**config.mk**
```make
export PLATFORM = sky130hd
export DESIGN_NAME = dram_bridge_arb
export DESIGN_NICKNAME = d
export VERILOG_FILES = /design/src/rtl/dram_bridge_arb.sv
export SDC_FILE = /design/constraint.sdc
export NUM_CORES = 1
export LEC_CHECK = 0
export BUFFER_PORTS_ARGS = -buffer_cell sky130_fd_sc_hd__buf_2
export CAP_MARGIN = 10
export CORE_MARGIN = 2
export CORE_UTILIZATION = 40
export DETAILED_ROUTE_END_ITERATION = 6
export GPL_ROUTABILITY_DRIVEN = 0
export GPL_TIMING_DRIVEN = 0
export PLACE_DENSITY = 0.68
export SETUP_SLACK_MARGIN = 0.15
export SLEW_MARGIN = 40
export SYNTH_ARGS = -nofsm -noshare
export SYNTH_HDL_FRONTEND = slang
export SYNTH_SLANG_ARGS = --single-unit
```
**constraint.sdc**
```tcl
create_clock -name clk -period 3.4 [get_ports clk]
set_input_delay 0.51 -clock clk [delete_from_list [all_inputs] [get_ports clk]]
set_output_delay 0.51 -clock clk [all_outputs]
set_load 0.02 [all_outputs]
```
**src/rtl/dram_bridge_arb.sv**
```systemverilog
// dram_bridge_arb: round-robin arbiter bridging NUM_CH single-outstanding client channels onto
// one AXI4-Lite master port. Only one AXI transaction is in flight at a time.
//
// Ports:
//   clk, rst                     clock, synchronous active-high reset
//   C_in_valid/C_r_wb            per-channel request strobe and read(1)/write(0) select
//   C_addr/C_data_w              packed per-channel address / write data
//   C_busy                       channel holds a pending or in-flight request
//   C_out_valid                  one-hot, one-cycle completion pulse
//   C_data_r/C_err               read data and response-error flag of the completing channel
//   AR/R/AW/W/B channels         AXI4-Lite master, all outputs registered
module dram_bridge_arb #(
  parameter int unsigned NUM_CH = 2,
  parameter int unsigned ADDR_W = 17,
  parameter int unsigned DATA_W = 64
) (
  input  logic                     clk,
  input  logic                     rst,
  input  logic [NUM_CH-1:0]        C_in_valid,
  input  logic [NUM_CH-1:0]        C_r_wb,
  input  logic [NUM_CH*ADDR_W-1:0] C_addr,
  input  logic [NUM_CH*DATA_W-1:0] C_data_w,
  output logic [NUM_CH-1:0]        C_busy,
  output logic [NUM_CH-1:0]        C_out_valid,
  output logic [DATA_W-1:0]        C_data_r,
  output logic                     C_err,
  output logic                     AR_VALID,
  output logic [ADDR_W-1:0]        AR_ADDR,
  input  logic                     AR_READY,
  input  logic                     R_VALID,
  input  logic [DATA_W-1:0]        R_DATA,
  input  logic [1:0]               R_RESP,
  output logic                     R_READY,
  output logic                     AW_VALID,
  output logic [ADDR_W-1:0]        AW_ADDR,
  input  logic                     AW_READY,
  output logic                     W_VALID,
  output logic [DATA_W-1:0]        W_DATA,
  input  logic                     W_READY,
  input  logic                     B_VALID,
  input  logic [1:0]               B_RESP,
  output logic                     B_READY
);

  localparam int unsigned ChW = $clog2(NUM_CH);

  typedef enum logic [2:0] {StIdle, StAr, StR, StAw, StW, StB, StDone} state_e;

  state_e              state_q;
  logic [NUM_CH-1:0]   pending_q;
  logic [NUM_CH-1:0]   r_wb_q;
  logic [ADDR_W-1:0]   addr_q [NUM_CH];
  logic [DATA_W-1:0]   data_q [NUM_CH];
  logic [ChW-1:0]      grant_q;
  logic [ChW-1:0]      last_grant_q;

  logic                grant_any;
  logic [ChW-1:0]      grant_idx;
  logic [ChW:0]        cand;
  logic [NUM_CH-1:0]   done_clr;

  assign C_busy = pending_q;

  // Pending bit of the granted channel retires during the DONE cycle.
  always_comb begin
    done_clr = '0;
    if (state_q == StDone) done_clr[grant_q] = 1'b1;
  end

  // Round-robin: first pending channel after last_grant, wrapping modulo NUM_CH.
  always_comb begin
    grant_any = 1'b0;
    grant_idx = '0;
    cand      = '0;
    for (int unsigned off = 1; off <= NUM_CH; off++) begin
      cand = {1'b0, last_grant_q} + (ChW+1)'(off);
      if (cand >= (ChW+1)'(NUM_CH)) cand = cand - (ChW+1)'(NUM_CH);
      if (!grant_any && pending_q[cand[ChW-1:0]]) begin
        grant_any = 1'b1;
        grant_idx = cand[ChW-1:0];
      end
    end
  end

  // Request capture. A strobe in the channel's own DONE cycle is accepted (clear-then-set);
  // any other strobe while pending is dropped.
  always_ff @(posedge clk) begin
    if (rst) begin
      pending_q <= '0;
      r_wb_q    <= '0;
      for (int i = 0; i < NUM_CH; i++) begin
        addr_q[i] <= '0;
        data_q[i] <= '0;
      end
    end else begin
      for (int i = 0; i < NUM_CH; i++) begin
        if (C_in_valid[i] && (!pending_q[i] || done_clr[i])) begin
          pending_q[i] <= 1'b1;
          r_wb_q[i]    <= C_r_wb[i];
          addr_q[i]    <= C_addr[i*ADDR_W +: ADDR_W];
          data_q[i]    <= C_data_w[i*DATA_W +: DATA_W];
        end else if (done_clr[i]) begin
          pending_q[i] <= 1'b0;
        end
      end
    end
  end

  // Transaction FSM with registered AXI and completion outputs.
  always_ff @(posedge clk) begin
    if (rst) begin
      state_q      <= StIdle;
      grant_q      <= '0;
      last_grant_q <= ChW'(NUM_CH - 1);
      C_out_valid  <= '0;
      C_data_r     <= '0;
      C_err        <= 1'b0;
      AR_VALID     <= 1'b0;
      AR_ADDR      <= '0;
      R_READY      <= 1'b0;
      AW_VALID     <= 1'b0;
      AW_ADDR      <= '0;
      W_VALID      <= 1'b0;
      W_DATA       <= '0;
      B_READY      <= 1'b0;
    end else begin
      // Completion outputs are single-cycle; only the R/B exit re-arms them.
      C_out_valid <= '0;
      C_data_r    <= '0;
      C_err       <= 1'b0;
      case (state_q)
        StIdle: begin
          if (grant_any) begin
            grant_q      <= grant_idx;
            last_grant_q <= grant_idx;
            if (r_wb_q[grant_idx]) begin
              state_q  <= StAr;
              AR_VALID <= 1'b1;
              AR_ADDR  <= addr_q[grant_idx];
            end else begin
              state_q  <= StAw;
              AW_VALID <= 1'b1;
              AW_ADDR  <= addr_q[grant_idx];
            end
          end
        end
        StAr: begin
          if (AR_READY) begin
            AR_VALID <= 1'b0;
            AR_ADDR  <= '0;
            R_READY  <= 1'b1;
            state_q  <= StR;
          end
        end
        StR: begin
          if (R_VALID) begin
            R_READY              <= 1'b0;
            C_out_valid[grant_q] <= 1'b1;
            C_data_r             <= R_DATA;
            C_err                <= |R_RESP;
            state_q              <= StDone;
          end
        end
        StAw: begin
          if (AW_READY) begin
            AW_VALID <= 1'b0;
            AW_ADDR  <= '0;
            W_VALID  <= 1'b1;
            W_DATA   <= data_q[grant_q];
            state_q  <= StW;
          end
        end
        StW: begin
          if (W_READY) begin
            W_VALID <= 1'b0;
            W_DATA  <= '0;
            B_READY <= 1'b1;
            state_q <= StB;
          end
        end
        StB: begin
          if (B_VALID) begin
            B_READY              <= 1'b0;
            C_out_valid[grant_q] <= 1'b1;
            C_err                <= |B_RESP;
            state_q              <= StDone;
          end
        end
        StDone:  state_q <= StIdle;
        default: state_q <= StIdle;
      endcase
    end
  end

endmodule
```
==> results of run 1 <==
[state kept, by name, indices dropped and copies added (netlist names), 2 cells and up, named ones only]
register     cells
data_q         128
C_data_r        64
W_DATA          64
addr_q          34
AR_ADDR         17
AW_ADDR         17
state_q          3
C_busy           2
C_out_valid      2
r_wb_q           2
[power by group]
part	switching (uW)	internal [uW]	total, uW
Sequential	139	4690	4830
Clock	1650	2680	4330
Combinational	1190	695	1890
Total	2980	8060	11000
[routing by layer]
metal	wire [um]	up-vias	global-route usage, %	share of wire, %
li1	-	4623	-	-
met3	2258	72	4.120	6.2
met5	41	-	0	0.11
met2	17280	343	34.22	47
met4	1114	6	7.392	3.1
met1	15740	4500	28.15	43
[cells in the final DEF (no fill, tap or decap), types with 3 or more instances in the layout]
cell type	n
clkbuf_16	40
dfxtp_1	180
buf_1	16
o2bb2ai_1	18
o32ai_1	17
nor3_1	71
bufinv_16	5
buf_2	425
buf_4	3
nor2b_1	4
clkbuf_1	38
clkbuf_8	6
and2_1	226
clkinv_2	4
nand3_1	3
inv_1	23
a211oi_1	3
diode_2	6
a21oi_1	70
buf_6	9
nor2_1	79
edfxtp_1	162
clkinv_1	3
buf_12	4
nand2_1	7
mux2i_1	85
inv_6	3
[synth_stat cells (all sizes together), types with 2 or more instances]
cell / count / area [um2]
nand2: 9 / 33.78
edfxtp: 162 / 4865
a31oi: 2 / 12.51
clkbuf: 32 / 120.1
a21oi: 71 / 359.1
nand4b: 2 / 17.52
nor3: 71 / 355.3
o21ai: 4 / 20.01
a21boi: 2 / 18.77
nor2b: 4 / 25.02
a2bb2oi: 2 / 17.52
dfxtp: 180 / 3603
nand3: 4 / 25.02
and2: 226 / 1414
o2bb2ai: 18 / 157.7
nand2b: 2 / 12.51
mux2i: 85 / 850.8
buf: 41 / 249.0
o22ai: 2 / 12.51
inv: 23 / 86.33
o32ai: 17 / 148.9
a211oi: 3 / 22.52
a311oi: 2 / 35.04
nor2: 80 / 300.3
[final cells by class]
cell class | count | area, um2
Antenna cell | 6 | 15.01
Buffer | 73 | 370.4
Clock buffer | 54 | 1115
Clock inverter | 16 | 224.0
Fill cell | 2770 | 14770
Inverter | 23 | 86.33
Multi-Input combinational cell | 623 | 4025
Sequential cell | 342 | 8468
Tap cell | 402 | 503.0
Timing Repair Buffer | 416 | 2142
[worst min-delay path by stage]
| stage | to | slack (ns) | depth (start not counted) |
|---|---|---|---|
| 2_1_floorplan | C_out_valid[1] | 0.45 | 2 |
| 3_3_place_gp | AR_ADDR[13] | 0.44 | 1 |
| 3_5_place_dp | AR_ADDR[9] | 0.44 | 1 |
| 4_1_cts | C_data_r[25] | 0.16 | 2 |
| 5_1_grt | C_data_r[52] | 0.17 | 2 |
| 6_report | C_data_r[25] | 0.18 | 2 |
[per-stage QoR]
stage / util (%) / TNS (ns)
floorplan: - / 0
global route: 53.43 / 0
CTS: 53.39 / 0
detailed placement: 49.17 / 0
finish: 53.44 / 0
global placement: 48.83 / -197.73
[cell families (layout without fill, tap and decap cells)]
| logic type | after synthesis | after routing | share of synthesized area [%] |
|---|---|---|---|
| muxes | 86 | 86 | 6.671 |
| and+or+nand+nor | 406 | 406 | 17.47 |
| adders and majority gates | 1 | 1 | 0.09680 |
| buffers and inverters | 96 | 582 | 3.524 |
| AOI/OAI and AO/OA | 130 | 130 | 6.719 |
| DFF | 342 | 342 | 65.52 |
| other | 0 | 6 | 0 |
==> impl_results.md, run 1 <==
- Placed cell areas: roughly 0.016 mm2
- Req. time, crit path: ~3.9 ns
- Final setup viols: 0
- Tmin final: about 2.3 ns
- Post-route ant nets: 0
- Initial antenna violation count: 10
- Setup Buffers After CTS: 0
- Avg Cell Area, Syn: between 10 and 15 um2
- Hold crit path type: primary input to flip-flop
- Final net count: 1759
- Vias in the first global route: roughly 9000
- WP data arrival: around 2.8 ns
- R2R Path End: W_DATA[35]
- Count of final hold-check violations: 0
- Cells along the critical path: buf_2 -> nand4b_1 -> a21boi_0 -> buf_2 -> buf_1 -> a21oi_1 -> nor2_1
- Delay-heaviest family, CP: buffers and inverters
- Post-Route WL: around 36000 um
- Critical-path maximum fanout: 10
- Syn_nets: 1303
- Clock Sinks: between 300 and 400
- R2R Setup Slk: 1.06 ns
- Actual transition at the worst max-transition pin: roughly 0.79 ns
- Worst path bufs/invs: 3
- Root buffer cell: clkbuf_16
- Ratio of cells with drive above 1 in the final layout: between 30% and 40%
- Row count: 65
- Worst-path clk slew: approximately 0.060 ns
- DIE WIDTH: between 150 and 200 um
- Overall Global Routing Usage: 21.06%
- Starting DRT DRC Count: ~550
- Status: completed
- # hold bufs at CTS: 0
- Drt via density: 4.882
- P per Cell Area: ~650 mW/mm2
- Overflow after GRT: 0
- Finished Cell Area: 0.01695 mm2
- Die ar.: about 0.034 mm2
- First-pass GRT wire length: 54150 um
- Slowest-stage cell, CP: a21boi_0
- Fin. max-slew vios: 0
- FFs w/ async S/R, synth: 0%
- Setup crit start: state_q[0]
- Via count: about 9500
- Start point of the worst min-delay path: R_DATA[25]
- Slew HR: roughly 48%
- Final period util: between 60 and 70%
- Input/output buffers: slightly above 400
- Skew-Pair Late Insertion Delay: between 0.5 and 0.6 ns
- Chip height: between 150 and 200 um
- EDFF count, synth: roughly 160
- DP HPWL: 26530 um
- Placed cell count: around 1900
- Yosys warns: 0
- CP endpoint: W_DATA[35]
- CP Class: flip-flop to flip-flop
- Crit path top cell by count: buf_2
- Worst R2R Path Depth: 7
- Startpoint types: flip-flop
- Seq/Total Area, Yosys: 65.52%
- VDD IR-drop max: 0.3905 mV
- Min Hold Slack: 0.1809 ns
- DRC: 0
- Total power: 11050 uW
- Largest net degree at the start of global routing: 37
- Setup Slack @ Placement: 0.8828 ns
- CTS max path bufs: 3
- Number of CTS-inserted buffers: 38
- Layout area overhead: 31.15%
- Pleak: between 0.007 and 0.008 uW
- Element type at the critical path end: flip-flop
- CP peak stage delay: between 0.4 and 0.5 ns
- Post_cts resized: 0
- Clock skew: 0.01548 ns
- Max-Cap Viols: 0
- Post-route insts no fill: 1955
- Synth cell types: 49
- Initial Util: 40.75%
- DRT Pass-1 Iters: 5
- Max Freq: between 0.4 and 0.5 GHz
- Post-Syn Area: 0.01292 mm2
- CTS tree: built
- Synth Instances: between 1000 and 1500
- Boundary Pins: 413
- Main synth FF type: dfxtp_1
- Yosys reg bits: approximately 340
- Worst setup margin: between 1 and 1.5 ns
- WL per Instance: between 15 and 20 um
- Reg2reg start: state_q[0]
- Cell depth of the worst setup path: 7
- H-tree Lvls: 2
- RSZ-0062 raised after global routing: false
- Core Area: roughly 0.032 mm2
Power figures use the tool's default switching activity.
==> inputs of run 2 (changes only) <==
--- a/config.mk
+++ b/config.mk
@@ -5,6 +5,7 @@
 export SDC_FILE = /design/constraint.sdc
 export NUM_CORES = 1
 export LEC_CHECK = 0
+export ABC_AREA = 1
 export BUFFER_PORTS_ARGS = -buffer_cell sky130_fd_sc_hd__buf_2
 export CAP_MARGIN = 10
 export CORE_MARGIN = 2
@@ -12,7 +13,7 @@
 export DETAILED_ROUTE_END_ITERATION = 6
 export GPL_ROUTABILITY_DRIVEN = 0
 export GPL_TIMING_DRIVEN = 0
-export PLACE_DENSITY = 0.68
+export PLACE_DENSITY = 0.67
 export SETUP_SLACK_MARGIN = 0.15
 export SLEW_MARGIN = 40
 export SYNTH_ARGS = -nofsm -noshare
==> constraint.sdc (replaced) <==
create_clock -name clk -period 2.1 [get_ports clk]
set_input_delay 0.315 -clock clk [delete_from_list [all_inputs] [get_ports clk]]
set_output_delay 0.315 -clock clk [all_outputs]
set_load 0.02 [all_outputs]
==> impl_results.md, run 2 <==
- Status: completed (unchanged)
- Overflow after GRT: 0 (unchanged)
- Final setup viols: 0 (unchanged)
- WL per Instance: 15.75 um (was 18.64 um)
- Post-Route WL: 38040 um (was 36440 um)
- Boundary Pins: 413 (unchanged)
- Starting DRT DRC Count: 654 (was 545)
- Avg Cell Area, Syn: 9.475 um2 (was 12.18 um2)
- Chip height: 187.8 um (was 183.7 um)
- Clock skew: 0.01265 ns (was 0.01548 ns)
- Post-Syn Area: 0.01351 mm2 (was 0.01292 mm2)
- Skew-Pair Late Insertion Delay: 0.52 ns (about the same)
- Count of final hold-check violations: 0 (unchanged)
- Worst-path clk slew: 0.06 ns (about the same)
- Worst R2R Path Depth: 10 (was 7)
- DRT Pass-1 Iters: 5 (unchanged)
- Hold crit path type: primary input to flip-flop (unchanged)
- Req. time, crit path: 2.48 ns (was 3.85 ns)
- Yosys reg bits: 342 (unchanged)
- Setup crit start: state_q[2] (was state_q[0])
- Placed cell areas: 0.01617 mm2 (was 0.01560 mm2)
- Top cell type by total area after synthesis: edfxtp_1 (unchanged)
- Startpoint types: flip-flop (unchanged)
- Root buffer cell: clkbuf_16 (unchanged)
- Die ar.: 0.03527 mm2 (was 0.03376 mm2)
- Top cells by count, synth: nor2_1, inv_1, nand2_1 (was and2_1, dfxtp_1, edfxtp_1)
- DRC: 0 (unchanged)
- Synth cell types: 27 (was 49)
- VDD IR-drop max: 0.6450 mV (was 0.3905 mV)
- Final period util: 91.94% (was 68.95%)
- Post-route insts no fill: 2416 (was 1955)
- Fin. max-slew vios: 0 (unchanged)
- Overall Global Routing Usage: 21.27% (was 21.06%)
- Reg2reg start: state_q[2] (was state_q[0])
- EDFF count, synth: 162 (unchanged)
- Post-route ant nets: 0 (unchanged)
- Vias in the first global route: 11250 (was 9248)
- Tmin final: 1.931 ns (was 2.344 ns)
- Most frequent cells in the layout: buf_2, nor2_1, inv_1, nand2_1, dfxtp_1 (was buf_2, and2_1, dfxtp_1, edfxtp_1, mux2i_1)
- Actual transition at the worst max-transition pin: 0.7665 ns (was 0.7855 ns)
- Cells along the critical path: buf_6 -> nand3_2 -> o21ai_2 -> nand2_2 -> inv_2 -> o21ai_4 -> buf_12 -> bufbuf_16 -> buf_12 -> nor2_1 (was buf_2 -> nand4b_1 -> a21boi_0 -> buf_2 -> buf_1 -> a21oi_1 -> nor2_1)
- Setup tns final: 0 ns (unchanged)
- Ratio of cells with drive above 1 in the final layout: 32.89% (was 33.29%)
- Initial antenna violation count: 7 (was 10)
- Layout area overhead: 34.65% (was 31.15%)
- Finished Cell Area: 0.01819 mm2 (was 0.01695 mm2)
- Placed cell count: 2286 (was 1879)
- RSZ-0062 raised after global routing: true (was false)
- Critical-path maximum fanout: 10 (unchanged)
- Via count: 11090 (was 9544)
- Slew HR: 48.90% (was 47.63%)
- Max Freq: 0.5180 GHz (was 0.4266 GHz)
- Area share of the largest cell type after synthesis: 36.00% (was 37.64%)
- Final net count: 2180 (was 1759)
- Seq/Total Area, Yosys: 62.67% (was 65.52%)
- Element type at the critical path end: flip-flop (unchanged)
- H-tree Lvls: 2 (unchanged)
- Clock Sinks: 342 (unchanged)
- Max-Cap Viols: 0 (unchanged)
- CTS max path bufs: 3 (unchanged)
- P per Cell Area: 1092 mW/mm2 (was 651.8 mW/mm2)
- Crit path top cell by count: buf_12 (was buf_2)
- Pleak: 0.009020 uW (was 0.007325 uW)
- Main synth FF type: dfxtp_1 (unchanged)
- FFs w/ async S/R, synth: 0% (unchanged)
- Top-count cell post-synth: nor2_1 (was and2_1)
- WP data arrival: 2.31 ns (was 2.79 ns)
- Drt via density: 4.589 (was 4.882)
- Number of CTS-inserted buffers: 37 (was 38)
- Input/output buffers: 412 (unchanged)
- Syn_nets: 1668 (was 1303)
- R2R Setup Slk: 0.17 ns (was 1.06 ns)
- Most flop-heavy register: data_q (unchanged)
- Synth Instances: 1426 (was 1061)
- Row count: 67 (was 65)
- Largest net degree at the start of global routing: 82 (was 37)
- DP HPWL: 26350 um (was 26530 um)
- Number of flip-flops under the largest register name: 128 (unchanged)
- Core Area: 0.03336 mm2 (was 0.03172 mm2)
- Leading cell type in the layout, fill and taps excluded: buf_2 (unchanged)
- CP endpoint: data_q[1][49] (was W_DATA[35])
- DIE WIDTH: 187.8 um (was 183.7 um)
- CTS tree: built (unchanged)
- Core Util, Final: 54.53% (was 53.44%)
- Biggest regs: data_q x128, C_data_r x64, W_DATA x64 (unchanged)
- Slowest-stage cell, CP: dfxtp_1 (was a21boi_0)
- First-pass GRT wire length: 59110 um (was 54150 um)
- Yosys warns: 0 (unchanged)
- R2R Path End: data_q[1][49] (was W_DATA[35])
- CP Class: flip-flop to flip-flop (unchanged)
- CP peak stage delay: 0.34 ns (was 0.43 ns)
- Initial Util: 40.50% (was 40.75%)
- Synth top area cells: edfxtp_1, dfxtp_1, nor2_1 (was edfxtp_1, dfxtp_1, and2_1)
-- run 2: how the worst min path moves through the flow --
| stage | from | end | slack, ns | cells past startpoint |
|---|---|---|---|---|
| final | R_DATA[18] | C_data_r[18] | 0.02 | 3 |
| after global routing | R_DATA[28] | C_data_r[28] | 0.004 | 3 |
| after CTS | R_DATA[28] | C_data_r[28] | 0.0006 | 3 |
| after detailed placement | W_DATA[7] | W_DATA[7] | 0.45 | 2 |
| after global placement | last_grant_q | last_grant_q | 0.44 | 2 |
| after floorplan | grant_q | C_out_valid[0] | 0.43 | 1 |
-- run 2: report_power, final --
group          switching, uW  internal, uW  leakage, uW
combinational           3230          1860      0.00522
clock                   2610          3980     0.000593
sequential               348          7830      0.00320
-- run 2: per-layer routing --
layer  wire, um  part of all wire (%)  global-route usage [%]
met1      15270                    40                   26.04
met2      18310                    48                   36.44
met3       2987                   7.9                   4.754
met4       1441                   3.8                   8.540
met5         34                 0.089                       0
-- run 2: logic make-up (layout without fill, tap and decap cells) --
logic type      count (synthesis)  count (layout)  share of synthesized area [%]
simple gates                  550             550                          16.34
flops                         342             342                          62.67
buf+inv                       330             868                          10.20
compound gates                139             139                          5.352
mux                            64              64                          5.334
fa+ha+maj                       1               1                        0.09259
other cells                     0               4                              0
-- run 2: final cells by class --
| cell class | instances | area, um2 |
|---|---|---|
| fillers | 3035 | 15170 |
| flip-flops and latches | 342 | 8469 |
| multi-input cells | 754 | 3755 |
| repair buffers | 473 | 2703 |
| clock buffers | 49 | 1001 |
| inverters | 261 | 987.2 |
| well taps | 448 | 560.5 |
| plain buffers | 69 | 484.2 |
| clock inverters | 16 | 224.0 |
| diodes | 4 | 10.01 |
-- run 2: through the flow --
stage	setup WS [ns]	hold slack (ns)	power [uW]
after floorplan	0.2149	0.4259	11450
after global placement	-0.2861	0.4430	12960
after detailed placement	-0.2699	0.4517	13060
after CTS	0.1607	0.0006040	19810
after global routing	0.08757	0.004106	20840
final	0.1694	0.02266	19860
-- run 2: critical path, delay by kind of cell (launching register included) --
family,cells,cell delay (ns)
buf+inv,5,0.83
simple gates,3,0.35
flops,1,0.34
compound gates,2,0.26
-- run 2: what timing repair did --
action,CTS,global route
gates cloned,1,1
endpoints found under the hold margin,46,0
gates resized for setup,16,52
setup endpoints to repair,341,314
pin swaps,3,4
hold buffers,46,0
setup buffers,7,6
==> inputs of run 3 (changes only) <==
--- a/config.mk
+++ b/config.mk
@@ -9,11 +9,11 @@
 export BUFFER_PORTS_ARGS = -buffer_cell sky130_fd_sc_hd__buf_2
 export CAP_MARGIN = 10
 export CORE_MARGIN = 2
-export CORE_UTILIZATION = 40
+export CORE_UTILIZATION = 46
 export DETAILED_ROUTE_END_ITERATION = 6
 export GPL_ROUTABILITY_DRIVEN = 0
 export GPL_TIMING_DRIVEN = 0
-export PLACE_DENSITY = 0.67
+export PLACE_DENSITY = 0.76
 export SETUP_SLACK_MARGIN = 0.15
 export SLEW_MARGIN = 40
 export SYNTH_ARGS = -nofsm -noshare
==> impl_results.md, run 3 (synthesized netlist as in run 2, its figures left out) <==
- Most frequent cells in the layout: buf_2, nor2_1, inv_1, nand2_1, dfxtp_1 (unchanged)
- Via count: 10970 (was 11090)
- Pleak: 0.008716 uW (was 0.009020 uW)
- Setup Slack @ Placement: -0.2936 ns (was -0.2699 ns)
- Clock skew: 0.01501 ns (was 0.01265 ns)
- VDD IR-drop max: 0.4979 mV (was 0.6450 mV)
- Count of final hold-check violations: 0 (unchanged)
- Finished Cell Area: 0.01746 mm2 (was 0.01819 mm2)
- Initial antenna violation count: 4 (was 7)
- CTS max path bufs: 3 (unchanged)
- Worst setup margin: 0.1806 ns (was 0.1694 ns)
- Starting DRT DRC Count: 700 (was 654)
- Final period util: 91.40% (was 91.94%)
- Post-route ant nets: 0 (unchanged)
- Seq pwr share: 42.8% (was 41.2%)
- Input/output buffers: 412 (unchanged)
- P per Cell Area: 1096 mW/mm2 (was 1092 mW/mm2)
- Core Area: 0.02878 mm2 (was 0.03336 mm2)
- Most flop-heavy register: data_q (unchanged)
- Setup tns final: 0 ns (unchanged)
- FILL cells: 2459 (was 3035)
- DRC: 0 (unchanged)
- WL per Instance: 15.96 um (was 15.75 um)
- Largest net degree at the start of global routing: 82 (unchanged)
- Post-route insts no fill: 2299 (was 2416)
- Max Freq: 0.5210 GHz (was 0.5180 GHz)
- First-pass GRT wire length: 56130 um (was 59110 um)
- Min Hold Slack: 0.02257 ns (was 0.02266 ns)
- Register area: 0.008469 mm2 (unchanged)
- WP data arrival: 2.05 ns (was 2.31 ns)
- Boundary Pins: 413 (unchanged)
- Footprint of the multi-input gates: 0.003747 mm2 (was 0.003755 mm2)
- Root buffer cell: clkbuf_16 (unchanged)
- DIE WIDTH: 175.4 um (was 187.8 um)
- Delay-heaviest family, CP: simple AND/OR/NAND/NOR gates (was buffers and inverters)
- Placed cell areas: 0.01609 mm2 (was 0.01617 mm2)
- Leading cell type in the layout, fill and taps excluded: buf_2 (unchanged)
- Vias in the first global route: 10870 (was 11250)
- Actual transition at the worst max-transition pin: 0.8131 ns (was 0.7665 ns)
- Comb pwr share: 25.2% (was 25.6%)
- DP HPWL: 26500 um (was 26350 um)
- Critical-path maximum fanout: 81 (was 10)
- Clock group share of total power: 31.9% (was 33.2%)
- Worst path bufs/invs: 2 (was 5)
- Biggest regs: data_q x128, C_data_r x64, W_DATA x64 (unchanged)
- DRT Pass-1 Iters: 7 (was 5)
- Cells along the critical path: buf_4 -> inv_2 -> nand3_2 -> o21ai_4 -> nand2_4 -> nand2_8 (was buf_6 -> nand3_2 -> o21ai_2 -> nand2_2 -> inv_2 -> o21ai_4 -> buf_12 -> bufbuf_16 -> buf_12 -> nor2_1)
- Sw Share: 31.31% (was 31.15%)
- H-tree Lvls: 2 (unchanged)
- Tmin final: 1.919 ns (was 1.931 ns)
- Status: completed (unchanged)
- CTS tree: built (unchanged)
- Req. time, crit path: 2.23 ns (was 2.48 ns)
- Slew HR: 45.79% (was 48.90%)
- CP Class: flip-flop to flip-flop (unchanged)
- Ratio of cells with drive above 1 in the final layout: 32.15% (was 32.89%)
- Switching power: 5990 uW (was 6187 uW)
- Number of flip-flops under the largest register name: 128 (unchanged)
- Int Power: 13140 uW (was 13680 uW)
- Hold crit path type: primary input to flip-flop (unchanged)
- Row count: 62 (was 67)
- Worst-path clk slew: 0.06 ns (about the same)
- Overflow after GRT: 0 (unchanged)
- Overall Global Routing Usage: 23.14% (was 21.27%)
- Final setup viols: 0 (unchanged)
- Element type at the critical path end: flip-flop (unchanged)
- RSZ-0062 raised after global routing: true (unchanged)
- Number of CTS-inserted buffers: 36 (was 37)
- Placed cell count: 2222 (was 2286)
- Layout area overhead: 29.20% (was 34.65%)
- Drt via density: 4.773 (was 4.589)
- Chip height: 175.4 um (was 187.8 um)
- CP peak stage delay: 0.41 ns (was 0.34 ns)
- Initial Util: 46.95% (was 40.50%)
- Fin. max-slew vios: 0 (unchanged)
- Final net count: 2128 (was 2180)
- Startpoint types: flip-flop (unchanged)
- Die ar.: 0.03076 mm2 (was 0.03527 mm2)
- Skew-Pair Late Insertion Delay: 0.51 ns (was 0.52 ns)
- Slowest-stage cell, CP: nand2_8 (was dfxtp_1)
- Max-Cap Viols: 0 (unchanged)
- Clock Sinks: 342 (unchanged)
- Post-Route WL: 36690 um (was 38040 um)
[run 3: cell types whose count changed in the layout (fill, tap and decap cells not counted), sizes merged]
cell,before,now
inv,259,261
bufinv,5,1
buf,462,458
dlygate4sd3,46,6
diode,4,2
clkbuf,82,83
bufbuf,1,0
clkinv,11,6
[run 3: layer usage]
layer  track usage (%)  routed length (um)  up-vias  share of wire (%)
met5                 0                  21        -              0.057
met4             7.431                1072        4                2.9
met3             4.892                2910       89                7.9
met2             40.63               18130      468                 49
met1             28.44               14550     5058                 40
li1                  -                   -     5353                  -
[run 3: area by class of cell]
class                           instances  share of cell area (%)
Sequential cell                       342                   48.52
Multi-Input combinational cell        754                   21.47
Timing Repair Buffer                  422                   12.46
Clock buffer                           56                   6.064
Inverter                              261                   5.626
Tap cell                              384                   2.752
Buffer                                 69                   2.623
Clock inverter                          9                  0.4659
Antenna cell                            2                 0.02867
[run 3: worst paths after layout]
kind               from  cells after the start             to  slack [ns]
min reg2reg  AW_ADDR[9]                      2     AW_ADDR[9]        0.46
min          R_DATA[61]                      3   C_data_r[61]        0.02
max reg2reg  state_q[0]                      6  data_q[1][63]        0.18
max          state_q[0]                      6  data_q[1][63]        0.18
[run 3: tightest hold or removal path, cell delays in order]
cell and delay (ns):
buf_2 0.09, inv_1 0.04, nor2_1 0.03
[run 3: what timing repair did]
action / CTS / global route
gates cloned: 0 / 1
pin swaps: 3 / 1
resized for setup: 13 / 27
hold endpoints to repair: 6 / 0
endpoints found under the setup margin: 333 / 398
setup buffers: 2 / 1
hold buffers: 6 / 0
[run 3: per-stage QoR]
step / total power [uW] / util (%)
finish: 19130 / 60.66
global route: 20060 / 60.66
CTS: 19170 / 60.34
detailed placement: 13010 / 55.90
global placement: 12890 / 55.83
floorplan: 11450 / -
[run 3: power groups by stage]
| stage | Combinational, uW | Sequential [uW] | Clock, uW |
|---|---|---|---|
| 2_1_floorplan | 2710 | 8730 | 0 |
| 3_3_place_gp | 4620 | 8270 | 0 |
| 3_5_place_dp | 4710 | 8310 | 0 |
| 4_1_cts | 4790 | 8170 | 6200 |
| 5_1_grt | 5330 | 8260 | 6470 |
| 6_report | 4830 | 8190 | 6110 |
